--- config.mk ---
export PLATFORM = sky130hd
export DESIGN_NAME = apb_slave_regfile_flat
export DESIGN_NICKNAME = d
export VERILOG_FILES = /design/src/rtl/apb_slave_regfile_if.sv /design/src/rtl/apb_slave_regfile.sv /design/src/flat_wrapper.sv
export SDC_FILE = /design/constraint.sdc
export NUM_CORES = 1
export LEC_CHECK = 0
export ABC_AREA = 1
export CAP_MARGIN = 0
export CELL_PAD_IN_SITES_DETAIL_PLACEMENT = 0
export CELL_PAD_IN_SITES_GLOBAL_PLACEMENT = 1
export CORE_ASPECT_RATIO = 0.9
export CORE_MARGIN = 5
export CORE_UTILIZATION = 30
export DETAILED_ROUTE_END_ITERATION = 8
export DONT_BUFFER_PORTS = 1
export GPL_ROUTABILITY_DRIVEN = 0
export PLACE_DENSITY = 0.64
export SLEW_MARGIN = 30
export SYNTH_ARGS = -nofsm -noshare
export SYNTH_HDL_FRONTEND = slang
export SYNTH_SLANG_ARGS = --single-unit
--- constraint.sdc ---
create_clock -name pclk -period 2.9 [get_ports pclk]
set_input_delay 0.58 -clock pclk [delete_from_list [all_inputs] [get_ports pclk]]
set_output_delay 0.58 -clock pclk [all_outputs]
set_load 0.01 [all_outputs]
--- src/rtl/apb_slave_regfile_if.sv ---
// APB3/APB4 bus bundle between a requester and the register-file completer.
// Completer outputs keep the o_ prefix used throughout the sandbox.
interface apb_slave_regfile_if #(
  parameter int DATA_W = 32,
  parameter int ADDR_W = 32
);
  logic [ADDR_W-1:0]   paddr;
  logic [DATA_W-1:0]   pwdata;
  logic [DATA_W/8-1:0] pstrb;
  logic                pwrite;
  logic                psel;
  logic                pen;
  logic [DATA_W-1:0]   o_prdata;
  logic                o_pready;
  logic                o_pslverr;

  modport master (
    output paddr, pwdata, pstrb,
    output pwrite, psel, pen,
    input  o_prdata, o_pready, o_pslverr
  );

  modport slave (
    input  paddr, pwdata, pstrb,
    input  pwrite, psel, pen,
    output o_prdata, o_pready, o_pslverr
  );
endinterface

--- src/rtl/apb_slave_regfile.sv ---
// APB completer backed by a DEPTH-word register file with
// programmable wait states, byte strobes and PSLVERR on bad addresses.
module apb_slave_regfile #(
  parameter int DATA_W      = 32,
  parameter int ADDR_W      = 32,
  parameter int DEPTH       = 32,
  parameter int WAIT_STATES = 0
) (
  input logic                pclk,
  input logic                prst_n,
  apb_slave_regfile_if.slave bus
);

  localparam int NB = DATA_W / 8;
  localparam int B  = $clog2(NB);
  localparam int IW = $clog2(DEPTH);

  localparam logic [ADDR_W-1:0] AMASK =
    ADDR_W'((1 << B) - 1);
  localparam logic [ADDR_W-1:0] ADEPTH =
    ADDR_W'(DEPTH);
  localparam logic [3:0] WS = 4'(WAIT_STATES);

  typedef enum logic {
    IDLE,
    ACCESS
  } state_t;

  state_t            state_q, state_d;
  logic [3:0]        cnt_q, cnt_d;
  logic              rdy_q, rdy_d;
  logic              err_q, err_d;
  logic [DATA_W-1:0] rdata_q, rdata_d;
  logic              load;
  logic              commit;

  logic [DATA_W-1:0] mem_q [DEPTH];

  logic [ADDR_W-1:0] idx_full;
  logic [IW-1:0]     idx;
  logic              bad;

  assign idx_full = bus.paddr >> B;
  assign idx      = idx_full[IW-1:0];
  assign bad      = (|(bus.paddr & AMASK)) ||
                    (idx_full >= ADEPTH);

  always_comb begin
    state_d = state_q;
    cnt_d   = cnt_q;
    rdy_d   = rdy_q;
    err_d   = err_q;
    rdata_d = rdata_q;
    load    = 1'b0;
    commit  = 1'b0;

    unique case (state_q)
      IDLE: begin
        if (bus.psel && !bus.pen) begin
          state_d = ACCESS;
          cnt_d   = WS;
          if (WS == 4'd0) begin
            rdy_d = 1'b1;
            load  = 1'b1;
          end
        end
      end
      ACCESS: begin
        // completion takes priority over a late psel drop
        if (rdy_q) begin
          commit  = bus.pwrite && !err_q;
          rdy_d   = 1'b0;
          err_d   = 1'b0;
          state_d = IDLE;
        end else if (!bus.psel) begin
          state_d = IDLE;
          cnt_d   = 4'd0;
          rdy_d   = 1'b0;
        end else if (cnt_q > 4'd1) begin
          cnt_d = cnt_q - 4'd1;
        end else begin
          cnt_d = 4'd0;
          rdy_d = 1'b1;
          load  = 1'b1;
        end
      end
      default: state_d = IDLE;
    endcase

    if (load) begin
      err_d = bad;
      if (!bus.pwrite) begin
        rdata_d = bad ? '0 : mem_q[idx];
      end
    end
  end

  always_ff @(posedge pclk or negedge prst_n) begin
    if (!prst_n) begin
      state_q <= IDLE;
      cnt_q   <= 4'd0;
      rdy_q   <= 1'b0;
      err_q   <= 1'b0;
      rdata_q <= '0;
    end else begin
      state_q <= state_d;
      cnt_q   <= cnt_d;
      rdy_q   <= rdy_d;
      err_q   <= err_d;
      rdata_q <= rdata_d;
    end
  end

  always_ff @(posedge pclk or negedge prst_n) begin
    if (!prst_n) begin
      for (int w = 0; w < DEPTH; w++) begin
        mem_q[w] <= '0;
      end
    end else if (commit) begin
      for (int i = 0; i < NB; i++) begin
        if (bus.pstrb[i]) begin
          mem_q[idx][8*i +: 8] <= bus.pwdata[8*i +: 8];
        end
      end
    end
  end

  assign bus.o_prdata  = rdata_q;
  assign bus.o_pready  = rdy_q;
  assign bus.o_pslverr = err_q;

endmodule

--- src/flat_wrapper.sv ---
// flat-port wrapper written by rule: the top's interface ports become plain ports
module apb_slave_regfile_flat 
#(
  parameter int DATA_W      = 32,
  parameter int ADDR_W      = 32,
  parameter int DEPTH       = 32,
  parameter int WAIT_STATES = 0
)
  (pclk, prst_n, bus_paddr, bus_pwdata, bus_pstrb, bus_pwrite, bus_psel, bus_pen, bus_o_prdata, bus_o_pready, bus_o_pslverr);
  apb_slave_regfile_if #(.DATA_W(DATA_W), .ADDR_W(ADDR_W)) bus_i ();
  input logic pclk;
  input logic prst_n;
  input wire logic [$bits(bus_i.paddr)-1:0] bus_paddr;
  input wire logic [$bits(bus_i.pwdata)-1:0] bus_pwdata;
  input wire logic [$bits(bus_i.pstrb)-1:0] bus_pstrb;
  input wire logic [$bits(bus_i.pwrite)-1:0] bus_pwrite;
  input wire logic [$bits(bus_i.psel)-1:0] bus_psel;
  input wire logic [$bits(bus_i.pen)-1:0] bus_pen;
  output wire logic [$bits(bus_i.o_prdata)-1:0] bus_o_prdata;
  output wire logic [$bits(bus_i.o_pready)-1:0] bus_o_pready;
  output wire logic [$bits(bus_i.o_pslverr)-1:0] bus_o_pslverr;
  assign bus_i.paddr = bus_paddr;
  assign bus_i.pwdata = bus_pwdata;
  assign bus_i.pstrb = bus_pstrb;
  assign bus_i.pwrite = bus_pwrite;
  assign bus_i.psel = bus_psel;
  assign bus_i.pen = bus_pen;
  assign bus_o_prdata = bus_i.o_prdata;
  assign bus_o_pready = bus_i.o_pready;
  assign bus_o_pslverr = bus_i.o_pslverr;
  apb_slave_regfile #(.DATA_W(DATA_W), .ADDR_W(ADDR_W), .DEPTH(DEPTH), .WAIT_STATES(WAIT_STATES)) u_core (.pclk(pclk), .prst_n(prst_n), .bus(bus_i));
endmodule
==> results.json <==
{
  "grt_pass1_wl_um": 259000,
  "status": "finished with violations",
  "drc_errors": 0,
  "dieHeight_um": 403,
  "start_kind": "primary input",
  "grt_usage_pct": 18.5,
  "core_mm2": 0.171,
  "crit_path_max_fanout": 453,
  "num_rows": 144,
  "skew_ps": 24.5,
  "synth.cells.most_frequent": "nand2_1 (3,171), dfrtp_1 (1,063), o21ai_1 (740)",
  "yosys_warnings": 0,
  "crit_type": "primary input to flop",
  "avgSynthCellArea_um2": 7.23,
  "synth_seq_area_share_pct": 51.6,
  "io_buffers": 0,
  "synth_largest_area_cell": "dfrtp_1",
  "fmaxAchievable_mhz": 405,
  "overflow": 0,
  "antenna_found_initial": 0,
  "syn-num-nets": 7212,
  "grt_start_max_net_pins": 454,
  "cts_tree": "done",
  "post-route-period-util_pct": 85.1,
  "tightest_slew_ps": 850,
  "power_density_mw_per_mm2": 598,
  "hp-class": "primary input to async pin",
  "synth_seq_cells": 1063,
  "finalNetCount": 7030,
  "cts.sinks": 1063,
  "synth_top_area_share_pct": 51.6,
  "reg2reg_to": "u_core.mem_q[675]",
  "fillers": 18300,
  "finalHoldViolCount": 81,
  "async_flop_share_pct": 100,
  "p_int_mw": 26.2,
  "synthFlopType": "dfrtp_1",
  "max_cap_viol_count": 0,
  "final_util_pct": 34.2,
  "endpoint_kind": "flop",
  "cts-root-buf": "clkbuf_16",
  "synth_area_mm2": 0.0516,
  "syn_inst": 7137,
  "wl_um": 167000,
  "clk_latency_ps": 750,
  "final_cell_area_mm2": 0.0585,
  "drv_slew": 0,
  "routed_via_density": 4.55,
  "pwr-share-seq_pct": 44.4,
  "start_util_pct": 30.2,
  "synth-edff-count": 0,
  "syn2layout_area_growth_pct": 13.5,
  "setup_viol": 0,
  "p_total_mw": 35.0,
  "clock_path_buffers": 3,
  "r2r_cells": 8,
  "drt_iter0_drc": 3691,
  "post_dp_cell_area_mm2": 0.0540,
  "slowest_delay_ps": 770,
  "tns_ps": 0,
  "yosysMostFrequentCell": "nand2_1",
  "slew_headroom_pct": 43.3,
  "period_needed_ps": 2470,
  "slowest_stage": "nor2_2",
  "first_global_vias": 40700,
  "drt_first_pass_iters": 6,
  "ctsResizeCount": 0,
  "vias": 42400,
  "critPathBufInv": 1,
  "violations": "hold timing",
  "leakage_nw": 28.7,
  "crit_chain": "inv_8 -> nand2_4 -> nor2_2 -> nand2_1 -> o21ai_0",
  "sw_frac_of_total_pct": 25.2,
  "die_w_um": 447,
  "reg2reg_slack_ps": 680,
  "worst_ep_arrival_time_ps": 3100,
  "h-tree-depth": 3,
  "crit_start": "bus_paddr[2]",
  "ys_types": 27,
  "antenna_cells": 0,
  "final_antenna_net_count": 0,
  "clkSlewWorstSetupHoldPaths_ps": 60,
  "worstReg2RegStart": "u_core.bus.o_pslverr",
  "required_ps": 3530,
  "ys_top_cells_by_area": "dfrtp_1 (52%), nand2_1 (23%), o21ai_1 (7.2%), inv_1 (5.1%), nor2_1 (3.6%)",
  "wire_per_inst_um": 18.0,
  "clkPwrFrac_pct": 47.0,
  "combinationalPowerShare_pct": 8.6,
  "p_switching_mw": 8.81,
  "die_area_mm2": 0.180,
  "critPathTopFamily": "simple AND/OR/NAND/NOR gates",
  "dp_hpwl_um": 95600,
  "rsz0062_at_grt": "no",
  "io-pin-count": 107,
  "holdWs_ps": -453,
  "irDropWorstVdd_uv": 470,
  "numCtsBuffers": 120,
  "drive_gt1_share_pct": 6.30
}
-- final cells by class --
class / instances / area (um^2) / area share, %
well taps: 2263 / 2830 / 4.84
clock buffers: 187 / 3760 / 6.43
inverters: 711 / 2680 / 4.58
flip-flops and latches: 1063 / 26600 / 45.4
multi-input cells: 4936 / 20600 / 35.2
repair buffers: 123 / 1540 / 2.62
clock inverters: 38 / 529 / 0.904
-- per-layer routing --
metal	vias up	part of all wire [%]	track usage (%)
li1	21400	-	-
met1	20200	49	26.7
met2	678	45	29.3
met3	190	3.8	2.80
met4	0	2.2	4.18
met5	-	0	0
-- cell families after synthesis --
kind of cell,share of synthesized area [%]
AND/OR/NAND/NOR,28.7
buffers and inverters,8.60
AO/OA/AOI/OAI,11.1
flip-flops,51.6
XOR/XNOR,0.0340
adder cells (fa/ha/maj),0.0485
-- cells in the final DEF, fill, tap and decap left out, types with 22 or more instances in the layout --
cell type,n
inv_1,699
clkbuf_16,126
clkbuf_1,22
nand2_2,67
nor2_1,490
nand3_1,34
buf_4,82
nand2_1,3168
o21ai_0,349
dfrtp_1,1063
o21ai_1,740
nor2_4,26
o21bai_1,31
clkbuf_8,40
-- flip-flops by register name, indices dropped and copies added (netlist names) --
register              flops
u_core.mem_q           1024
u_core.state_q            1
u_core.cnt_q              4
u_core.bus.o_prdata      32
u_core.bus.o_pslverr      1
u_core.bus.o_pready       1
-- power groups by stage --
stage | clock network, mW | registers [mW] | logic [mW]
final | 16.5 | 15.5 | 3.00
after global routing | 17.5 | 15.6 | 3.45
after CTS | 16.9 | 15.5 | 3.04
after detailed placement | 0 | 15.8 | 3.01
after global placement | 0 | 15.8 | 2.98
after floorplan | 0 | 15.7 | 1.92
-- how the worst max path moves through the flow --
stage               depth (start not counted)  slack [ps]                 to
floorplan                                   9         840  u_core.mem_q[398]
global placement                            4       -1440   u_core.mem_q[71]
detailed placement                          6       -1140  u_core.mem_q[103]
CTS                                         6         220    u_core.mem_q[7]
global route                                6         140   u_core.mem_q[98]
finish                                      5         430  u_core.mem_q[418]
-- worst reg2reg max path: stages, from the launching register on --
cell	delay, ps
dfrtp_1	440
nor2_1	130
nand3_1	70
buf_4	260
nor2_4	170
buf_12	240
nand2_1	510
nand2_1	210
o21ai_1	80
-- repair_timing --
action                     4_1_cts  5_1_grt
hold buffers                     4        4
cloned                           1        1
hold endpoints to repair        63      160
setup endpoints to repair      114      114
buffers inserted                 0        0
-- metrics by stage --
step,std cells,setup slack [ps]
3_5_place_dp,9086,-1140
2_1_floorplan,7137,841
3_3_place_gp,9081,-1440
6_report,9321,431
5_1_grt,9321,140
4_1_cts,9316,219
(Power assumes the default switching activity.)
